==> src/rtl/ntr_cmd_port_if.sv <==
// NTR cartridge-bus pins plus the command/response handshakes of ntr_cmd_port.
// The slave modport is the port block itself; master is whatever drives the pins and the response source.
interface ntr_cmd_port_if;
    logic        ntr_clk;
    logic        ntr_cs1;
    logic [7:0]  ntr_data_i;
    logic [7:0]  ntr_data_o;
    logic        ntr_data_oe;
    logic [63:0] cmd;
    logic        cmd_valid;
    logic [7:0]  rsp_data;
    logic        rsp_valid;
    logic        rsp_ready;
    logic        rsp_underrun;
    logic        xfer_abort;
    logic        busy;

    modport slave (
        input  ntr_clk, ntr_cs1, ntr_data_i, rsp_data, rsp_valid,
        output ntr_data_o, ntr_data_oe, cmd, cmd_valid,
               rsp_ready, rsp_underrun, xfer_abort, busy
    );

    modport master (
        output ntr_clk, ntr_cs1, ntr_data_i, rsp_data, rsp_valid,
        input  ntr_data_o, ntr_data_oe, cmd, cmd_valid,
               rsp_ready, rsp_underrun, xfer_abort, busy
    );
endinterface

==> src/rtl/ntr_cmd_port.sv <==
// NTR bus slave front end: synchronises the card pins, captures the 8-byte command
// and then streams response bytes out on every ntr_clk falling edge until deselect.
module ntr_cmd_port #(
    parameter int unsigned SKIP_EDGES = 1,
    parameter logic [7:0]  FILL_BYTE  = 8'hFF
) (
    input  logic          clk,
    input  logic          rst_n,
    ntr_cmd_port_if.slave bus
);

    typedef enum logic [1:0] {IDLE, SKIP, CMD, RSP} state_t;

    localparam logic [1:0] SKIP_INIT = 2'(SKIP_EDGES);

    state_t      state, state_nxt;
    logic        clk_s1, clk_s2, clk_prev;
    logic        cs_s1, cs_s2, cs_prev;
    logic [7:0]  data_s1, data_s2;
    logic [1:0]  sync_vld;
    logic        armed;
    logic [1:0]  skip_cnt, skip_cnt_nxt;
    logic [3:0]  byte_cnt, byte_cnt_nxt;
    logic [63:0] shift_q, shift_nxt;
    logic [63:0] cmd_q, cmd_nxt;
    logic [7:0]  data_o_q, data_o_nxt;
    logic        oe_q, oe_nxt;
    logic        cmd_valid_q, cmd_valid_nxt;
    logic        abort_q, abort_nxt;
    logic        rsp_ready_c, underrun_c;
    logic        clk_rise, clk_fall, cs_rise;

    assign clk_rise = clk_s2 & ~clk_prev;
    assign clk_fall = ~clk_s2 & clk_prev;
    assign cs_rise  = cs_s2 & ~cs_prev;

    // sync_vld marks when cs_s2 holds a real pin sample rather than its reset value,
    // so a reset taken while selected cannot arm on the reset value and capture a partial command.
    always_ff @(posedge clk) begin
        if (!rst_n) begin
            clk_s1   <= 1'b0;
            clk_s2   <= 1'b0;
            clk_prev <= 1'b0;
            cs_s1    <= 1'b1;
            cs_s2    <= 1'b1;
            cs_prev  <= 1'b1;
            data_s1  <= 8'h00;
            data_s2  <= 8'h00;
            sync_vld <= 2'b00;
            armed    <= 1'b0;
        end else begin
            clk_s1   <= bus.ntr_clk;
            clk_s2   <= clk_s1;
            clk_prev <= clk_s2;
            cs_s1    <= bus.ntr_cs1;
            cs_s2    <= cs_s1;
            cs_prev  <= cs_s2;
            data_s1  <= bus.ntr_data_i;
            data_s2  <= data_s1;
            sync_vld <= {sync_vld[0], 1'b1};
            if (sync_vld[1] && cs_s2) begin
                armed <= 1'b1;
            end
        end
    end

    always_ff @(posedge clk) begin
        if (!rst_n) begin
            state       <= IDLE;
            skip_cnt    <= 2'd0;
            byte_cnt    <= 4'd0;
            shift_q     <= 64'd0;
            cmd_q       <= 64'd0;
            data_o_q    <= 8'h00;
            oe_q        <= 1'b0;
            cmd_valid_q <= 1'b0;
            abort_q     <= 1'b0;
        end else begin
            state       <= state_nxt;
            skip_cnt    <= skip_cnt_nxt;
            byte_cnt    <= byte_cnt_nxt;
            shift_q     <= shift_nxt;
            cmd_q       <= cmd_nxt;
            data_o_q    <= data_o_nxt;
            oe_q        <= oe_nxt;
            cmd_valid_q <= cmd_valid_nxt;
            abort_q     <= abort_nxt;
        end
    end

    // Deselect outranks any ntr_clk edge seen in the same cycle.
    always_comb begin
        state_nxt     = state;
        skip_cnt_nxt  = skip_cnt;
        byte_cnt_nxt  = byte_cnt;
        shift_nxt     = shift_q;
        cmd_nxt       = cmd_q;
        data_o_nxt    = data_o_q;
        oe_nxt        = oe_q;
        cmd_valid_nxt = 1'b0;
        abort_nxt     = 1'b0;
        rsp_ready_c   = 1'b0;
        underrun_c    = 1'b0;

        if (state != IDLE && cs_rise) begin
            state_nxt    = IDLE;
            oe_nxt       = 1'b0;
            byte_cnt_nxt = 4'd0;
            skip_cnt_nxt = 2'd0;
            if (state == SKIP || (state == CMD && byte_cnt < 4'd8)) begin
                abort_nxt = 1'b1;
            end
        end else begin
            case (state)
                IDLE: begin
                    if (armed && !cs_s2) begin
                        byte_cnt_nxt = 4'd0;
                        if (SKIP_INIT == 2'd0) begin
                            state_nxt = CMD;
                        end else begin
                            state_nxt    = SKIP;
                            skip_cnt_nxt = SKIP_INIT;
                        end
                    end
                end
                SKIP: begin
                    if (clk_rise) begin
                        skip_cnt_nxt = skip_cnt - 2'd1;
                        if (skip_cnt == 2'd1) begin
                            state_nxt    = CMD;
                            byte_cnt_nxt = 4'd0;
                        end
                    end
                end
                CMD: begin
                    if (clk_rise) begin
                        shift_nxt    = {shift_q[55:0], data_s2};
                        byte_cnt_nxt = byte_cnt + 4'd1;
                        if (byte_cnt == 4'd7) begin
                            cmd_nxt       = {shift_q[55:0], data_s2};
                            cmd_valid_nxt = 1'b1;
                            state_nxt     = RSP;
                        end
                    end
                end
                RSP: begin
                    if (clk_fall) begin
                        oe_nxt = 1'b1;
                        if (bus.rsp_valid) begin
                            data_o_nxt  = bus.rsp_data;
                            rsp_ready_c = 1'b1;
                        end else begin
                            data_o_nxt = FILL_BYTE;
                            underrun_c = 1'b1;
                        end
                    end
                end
                default: state_nxt = IDLE;
            endcase
        end
    end

    // rsp_ready and rsp_underrun are combinational so the source advances on the same edge that loads ntr_data_o.
    assign bus.rsp_ready    = rsp_ready_c & rst_n;
    assign bus.rsp_underrun = underrun_c & rst_n;
    assign bus.ntr_data_o   = data_o_q;
    assign bus.ntr_data_oe  = oe_q;
    assign bus.cmd          = cmd_q;
    assign bus.cmd_valid    = cmd_valid_q;
    assign bus.xfer_abort   = abort_q;
    assign bus.busy         = (state != IDLE);

endmodule
==> src/flat_wrapper.sv <==
// flat-port wrapper written by rule: the top's interface ports become plain ports
module ntr_cmd_port_flat 
#(
    parameter int unsigned SKIP_EDGES = 1,
    parameter logic [7:0]  FILL_BYTE  = 8'hFF
)
  (clk, rst_n, bus_ntr_clk, bus_ntr_cs1, bus_ntr_data_i, bus_rsp_data, bus_rsp_valid, bus_ntr_data_o, bus_ntr_data_oe, bus_cmd, bus_cmd_valid, bus_rsp_ready, bus_rsp_underrun, bus_xfer_abort, bus_busy);
  ntr_cmd_port_if bus_i ();
  input  logic clk;
  input  logic rst_n;
  input wire logic [$bits(bus_i.ntr_clk)-1:0] bus_ntr_clk;
  input wire logic [$bits(bus_i.ntr_cs1)-1:0] bus_ntr_cs1;
  input wire logic [$bits(bus_i.ntr_data_i)-1:0] bus_ntr_data_i;
  input wire logic [$bits(bus_i.rsp_data)-1:0] bus_rsp_data;
  input wire logic [$bits(bus_i.rsp_valid)-1:0] bus_rsp_valid;
  output wire logic [$bits(bus_i.ntr_data_o)-1:0] bus_ntr_data_o;
  output wire logic [$bits(bus_i.ntr_data_oe)-1:0] bus_ntr_data_oe;
  output wire logic [$bits(bus_i.cmd)-1:0] bus_cmd;
  output wire logic [$bits(bus_i.cmd_valid)-1:0] bus_cmd_valid;
  output wire logic [$bits(bus_i.rsp_ready)-1:0] bus_rsp_ready;
  output wire logic [$bits(bus_i.rsp_underrun)-1:0] bus_rsp_underrun;
  output wire logic [$bits(bus_i.xfer_abort)-1:0] bus_xfer_abort;
  output wire logic [$bits(bus_i.busy)-1:0] bus_busy;
  assign bus_i.ntr_clk = bus_ntr_clk;
  assign bus_i.ntr_cs1 = bus_ntr_cs1;
  assign bus_i.ntr_data_i = bus_ntr_data_i;
  assign bus_i.rsp_data = bus_rsp_data;
  assign bus_i.rsp_valid = bus_rsp_valid;
  assign bus_ntr_data_o = bus_i.ntr_data_o;
  assign bus_ntr_data_oe = bus_i.ntr_data_oe;
  assign bus_cmd = bus_i.cmd;
  assign bus_cmd_valid = bus_i.cmd_valid;
  assign bus_rsp_ready = bus_i.rsp_ready;
  assign bus_rsp_underrun = bus_i.rsp_underrun;
  assign bus_xfer_abort = bus_i.xfer_abort;
  assign bus_busy = bus_i.busy;
  ntr_cmd_port #(.SKIP_EDGES(SKIP_EDGES), .FILL_BYTE(FILL_BYTE)) u_core (.clk(clk), .rst_n(rst_n), .bus(bus_i));
endmodule
==> config.mk <==
export PLATFORM = sky130hd
export DESIGN_NAME = ntr_cmd_port_flat
export DESIGN_NICKNAME = d
export VERILOG_FILES = /design/src/rtl/ntr_cmd_port_if.sv /design/src/rtl/ntr_cmd_port.sv /design/src/flat_wrapper.sv
export SDC_FILE = /design/constraint.sdc
export NUM_CORES = 1
export LEC_CHECK = 0
export CAP_MARGIN = 0
export CORE_ASPECT_RATIO = 0.7
export CORE_MARGIN = 2
export CORE_UTILIZATION = 53
export CTS_CLUSTER_SIZE = 40
export DETAILED_ROUTE_END_ITERATION = 16
export GPL_ROUTABILITY_DRIVEN = 0
export PLACE_DENSITY = 0.75
export SKIP_LAST_GASP = 1
export SLEW_MARGIN = 10
export SYNTH_ARGS = -nofsm -noshare
export SYNTH_HDL_FRONTEND = slang
export SYNTH_SLANG_ARGS = --single-unit
==> constraint.sdc <==
create_clock -name clk -period 2.4 [get_ports clk]
set_input_delay 0.24 -clock clk [delete_from_list [all_inputs] [get_ports clk]]
set_output_delay 0.24 -clock clk [all_outputs]
set_load 0.03 [all_outputs]
==> metrics <==
Hold Path Cell Cnt=2; Hold EP=u_core.bus.ntr_data_o[3]$_SDFFE_PN0P_; post-synthesis async set-or-reset flop share=0%; buffer and inverter count on the worst path=2; number of global-route vias before repair=4,450; slew of the pin with the lowest slew margin=0.589 ns; WS Path Type=flop to primary output; Unique masters post-synth=39; Max H-tree Level=4; Switching Fraction=21.4%; gate family responsible for the most delay along the worst path=simple AND/OR/NAND/NOR gates; TritonCTS clock tree=built; buffer type at the clock tree root=clkbuf_16; largest stage delay on the critical path=0.41 ns; number of synthesized flops with an enable pin=0; detail-routed via count per cell=5.10; final setup violation count=0; kind of end point of the critical path=primary output; peak fanout along the critical path=7; final antenna diode count=0; DRT Wirelength=12.8 mm; fraction of the yosys area taken by sequential cells=53.3%; hold violation total from the final report=0; switching power of the nets=0.00121 W; Antenna Violating Nets Remaining=0; count of input and output buffers=98; most common cell after layout, fill and taps aside=nand2_1; synthesis-stage register bit count=164; First DRT Iteration DRCs=337; HPWL reported at the end of detailed placement=8.14 mm; fraction of final layout cells with drive strength greater than 1=6.30%; static leakage power=2.78 nW; synth-to-layout area growth=26.0%; Final Critical Period=2.35 ns; FF-to-FF setup slack=0.29 ns; hold wc startpoint=rst_n; Mapped Cells=686; Clock Latency Late Sink=0.41 ns; Slowest cell on crit path=or3b_4; netlist area before placement=0.00616 sq mm; worst slack at placement=0.0806 ns; Min Hold Slack=0.140 ns; Post-route DRC=0; CTS Buf Count=17; starting density of the core=55.1%; total die area=0.0125 sq mm; final period utilization=97.8%; Worst Path Arrival=2.11 ns; data required time at the worst endpoint=2.16 ns; cell internal power dissipation=0.00443 W; final number of max-transition violations=0; register clock-pin slew on the reported worst setup and hold paths=0.06 ns; cell area reported after detailed placement=0.00721 sq mm; logic gate share of total power=5.7%; worst reg2reg path depth=8; maximum number of pins on one net before global-route repair=153; run status=completed; unrepaired setup endpoints after global routing=true; Die Wd=133 um; worst clock skew on the final layout=0.00602 ns; first-pass GRT wire length=20.7 mm; power density over the cells=726 mW/mm^2; total number of clock tree sinks=164; initial antenna violation count=0; mean cell area of the mapped netlist=8.98 sq um; total global routing overflow=0; most used cells in the layout excluding fill and tap cells=245 x nand2_1, 164 x dfxtp_1, 95 x clkdlybuf4s50_1; vias after detailed routing=4,744; prevailing post-synth register cell=dfxtp_1; Site Rows=32; Seq pwr share=49.2%; crit start category=flop; worst flop-to-flop path startpoint=u_core.state[1]$_SDFFE_PP0P_; total iterations of the first detailed-routing run=4; Wirelength per Cell=13.8 um; class of the tightest hold or removal check=input pin to flop; number of max-capacitance violations reported=0; Max-slew headroom=60.7%; relative contribution of the clock network to total power=45.2%; RR Endpoint=u_core.bus.cmd[43]$_SDFFE_PN0P_; synthesized netlist net count=716; Ys Warns=0; Tot GR Track Use=20.8%; max frequency=426 MHz; final non-filler cell area=0.00776 sq mm; floorplan die height=94.2 um; standard cell core area=0.0112 sq mm; maximum vdd ir drop=0.553 mV; number of primary I/O pins=99; number of buffers on the longest clock path=2; Final #Nets=797; chain of cells forming the critical path=inv_1, ha_1, or3b_4, and4_2, and3_1, buf_2; Setup WS post-layout=0.0534 ns
## cell usage after synthesis (3+ instances only)
library cell,count,area share [%]
nand3b_1,10,1.2
nor2_1,6,0.37
and2_1,23,2.3
o211a_1,8,1.3
nand3_1,3,0.24
buf_2,14,1.1
ha_1,9,1.8
nand2b_1,7,0.71
and3_1,3,0.30
clkbuf_1,19,1.2
a21oi_1,6,0.49
nor2b_1,4,0.41
o21ai_0,3,0.24
buf_6,8,1.5
nand2_1,245,15
nand4_1,3,0.30
a21boi_1,94,11
inv_1,6,0.37
buf_4,4,0.49
dfxtp_1,164,53
a21boi_0,26,3.2
## sequential cells by signal, summed over array words and instances, names as in the netlist, 2 cells and up
signal / flops
u_core.sync_vld: 2
u_core.byte_cnt: 4
u_core.shift_q: 56
u_core.state: 2
u_core.bus.cmd: 64
u_core.data_s2: 8
u_core.skip_cnt: 2
u_core.data_s1: 8
u_core.bus.ntr_data_o: 8
## worst max-delay path by stage
stage                                       from            end  slack, ns  cells past startpoint
finish              u_core.state[0]$_SDFFE_PP0P_  bus_rsp_ready       0.05                      6
global route        u_core.state[0]$_SDFFE_PP0P_  bus_rsp_ready      -0.03                      6
detailed placement  u_core.state[0]$_SDFFE_PP0P_  bus_rsp_ready       0.08                      6
global placement    u_core.state[0]$_SDFFE_PP0P_  bus_rsp_ready       0.13                      6
CTS                 u_core.state[0]$_SDFFE_PP0P_  bus_rsp_ready      -0.05                      6
floorplan           u_core.state[0]$_SDFFE_PP0P_  bus_rsp_ready       0.26                      7
## cell families (layout without fill, tap and decap cells)
family	count (synthesis)	in the layout	synth area share, %
AOI/OAI and AO/OA	145	145	17.7
and+or+nand+nor	313	313	22.1
adders and majority gates	9	9	1.83
muxes	2	2	0.325
DFF	164	164	53.3
buffers and inverters	53	145	4.73
## worst register-to-register path, stage by stage (launching register included)
cell	delay [ns]
dfxtp_1	0.31
inv_1	0.10
ha_1	0.20
buf_4	0.16
nor3b_1	0.08
or4b_2	0.72
buf_12	0.23
nand2_1	0.13
a21boi_1	0.07
## power groups by stage
stage / sequential (W) / combinational [W] / clock, W
after floorplan: 0.00283 / 0.000202 / 0
after global placement: 0.00283 / 0.000303 / 0
after detailed placement: 0.00283 / 0.000315 / 0
after CTS: 0.00277 / 0.000316 / 0.00258
after global routing: 0.00277 / 0.000349 / 0.00270
final: 0.00277 / 0.000318 / 0.00255
## metal layers
layer / global-route usage, % / share of wire (%) / vias to the layer above
met1: 27.4 / 48 / 2228
met4: 7.35 / 1.3 / 0
met2: 33.3 / 46 / 101
met3: 5.23 / 4.8 / 15
met5: 0 / 0 / -
li1: - / - / 2400
## metrics by stage
step / setup TNS (ns) / utilization (%) / std cells / power [W]
floorplan: 0 / - / 686 / 0.00303
global placement: 0 / 64.5 / 901 / 0.00313
detailed placement: 0 / 64.5 / 901 / 0.00314
CTS: -0.0508 / 69.6 / 931 / 0.00567
global route: -0.0336 / 69.5 / 931 / 0.00581
finish: 0 / 69.5 / 931 / 0.00563
## repair_timing
action | CTS | global route
resized for setup | 6 | 5
gates cloned | 0 | 0
buffers inserted | 0 | 0
endpoints found under the setup margin | 2 | 2
hold buffers | 0 | 0
## final cells by class
class	instances	area, sq um
sequential	164	3280
inverter	6	22.5
timing repair buffer	109	1100
clock inverter	8	77.6
fill	860	3410
multi-input combinational	469	2600
clock buffer	22	484
tap	153	191
Note: power is estimated with default switching activity, not from simulation.
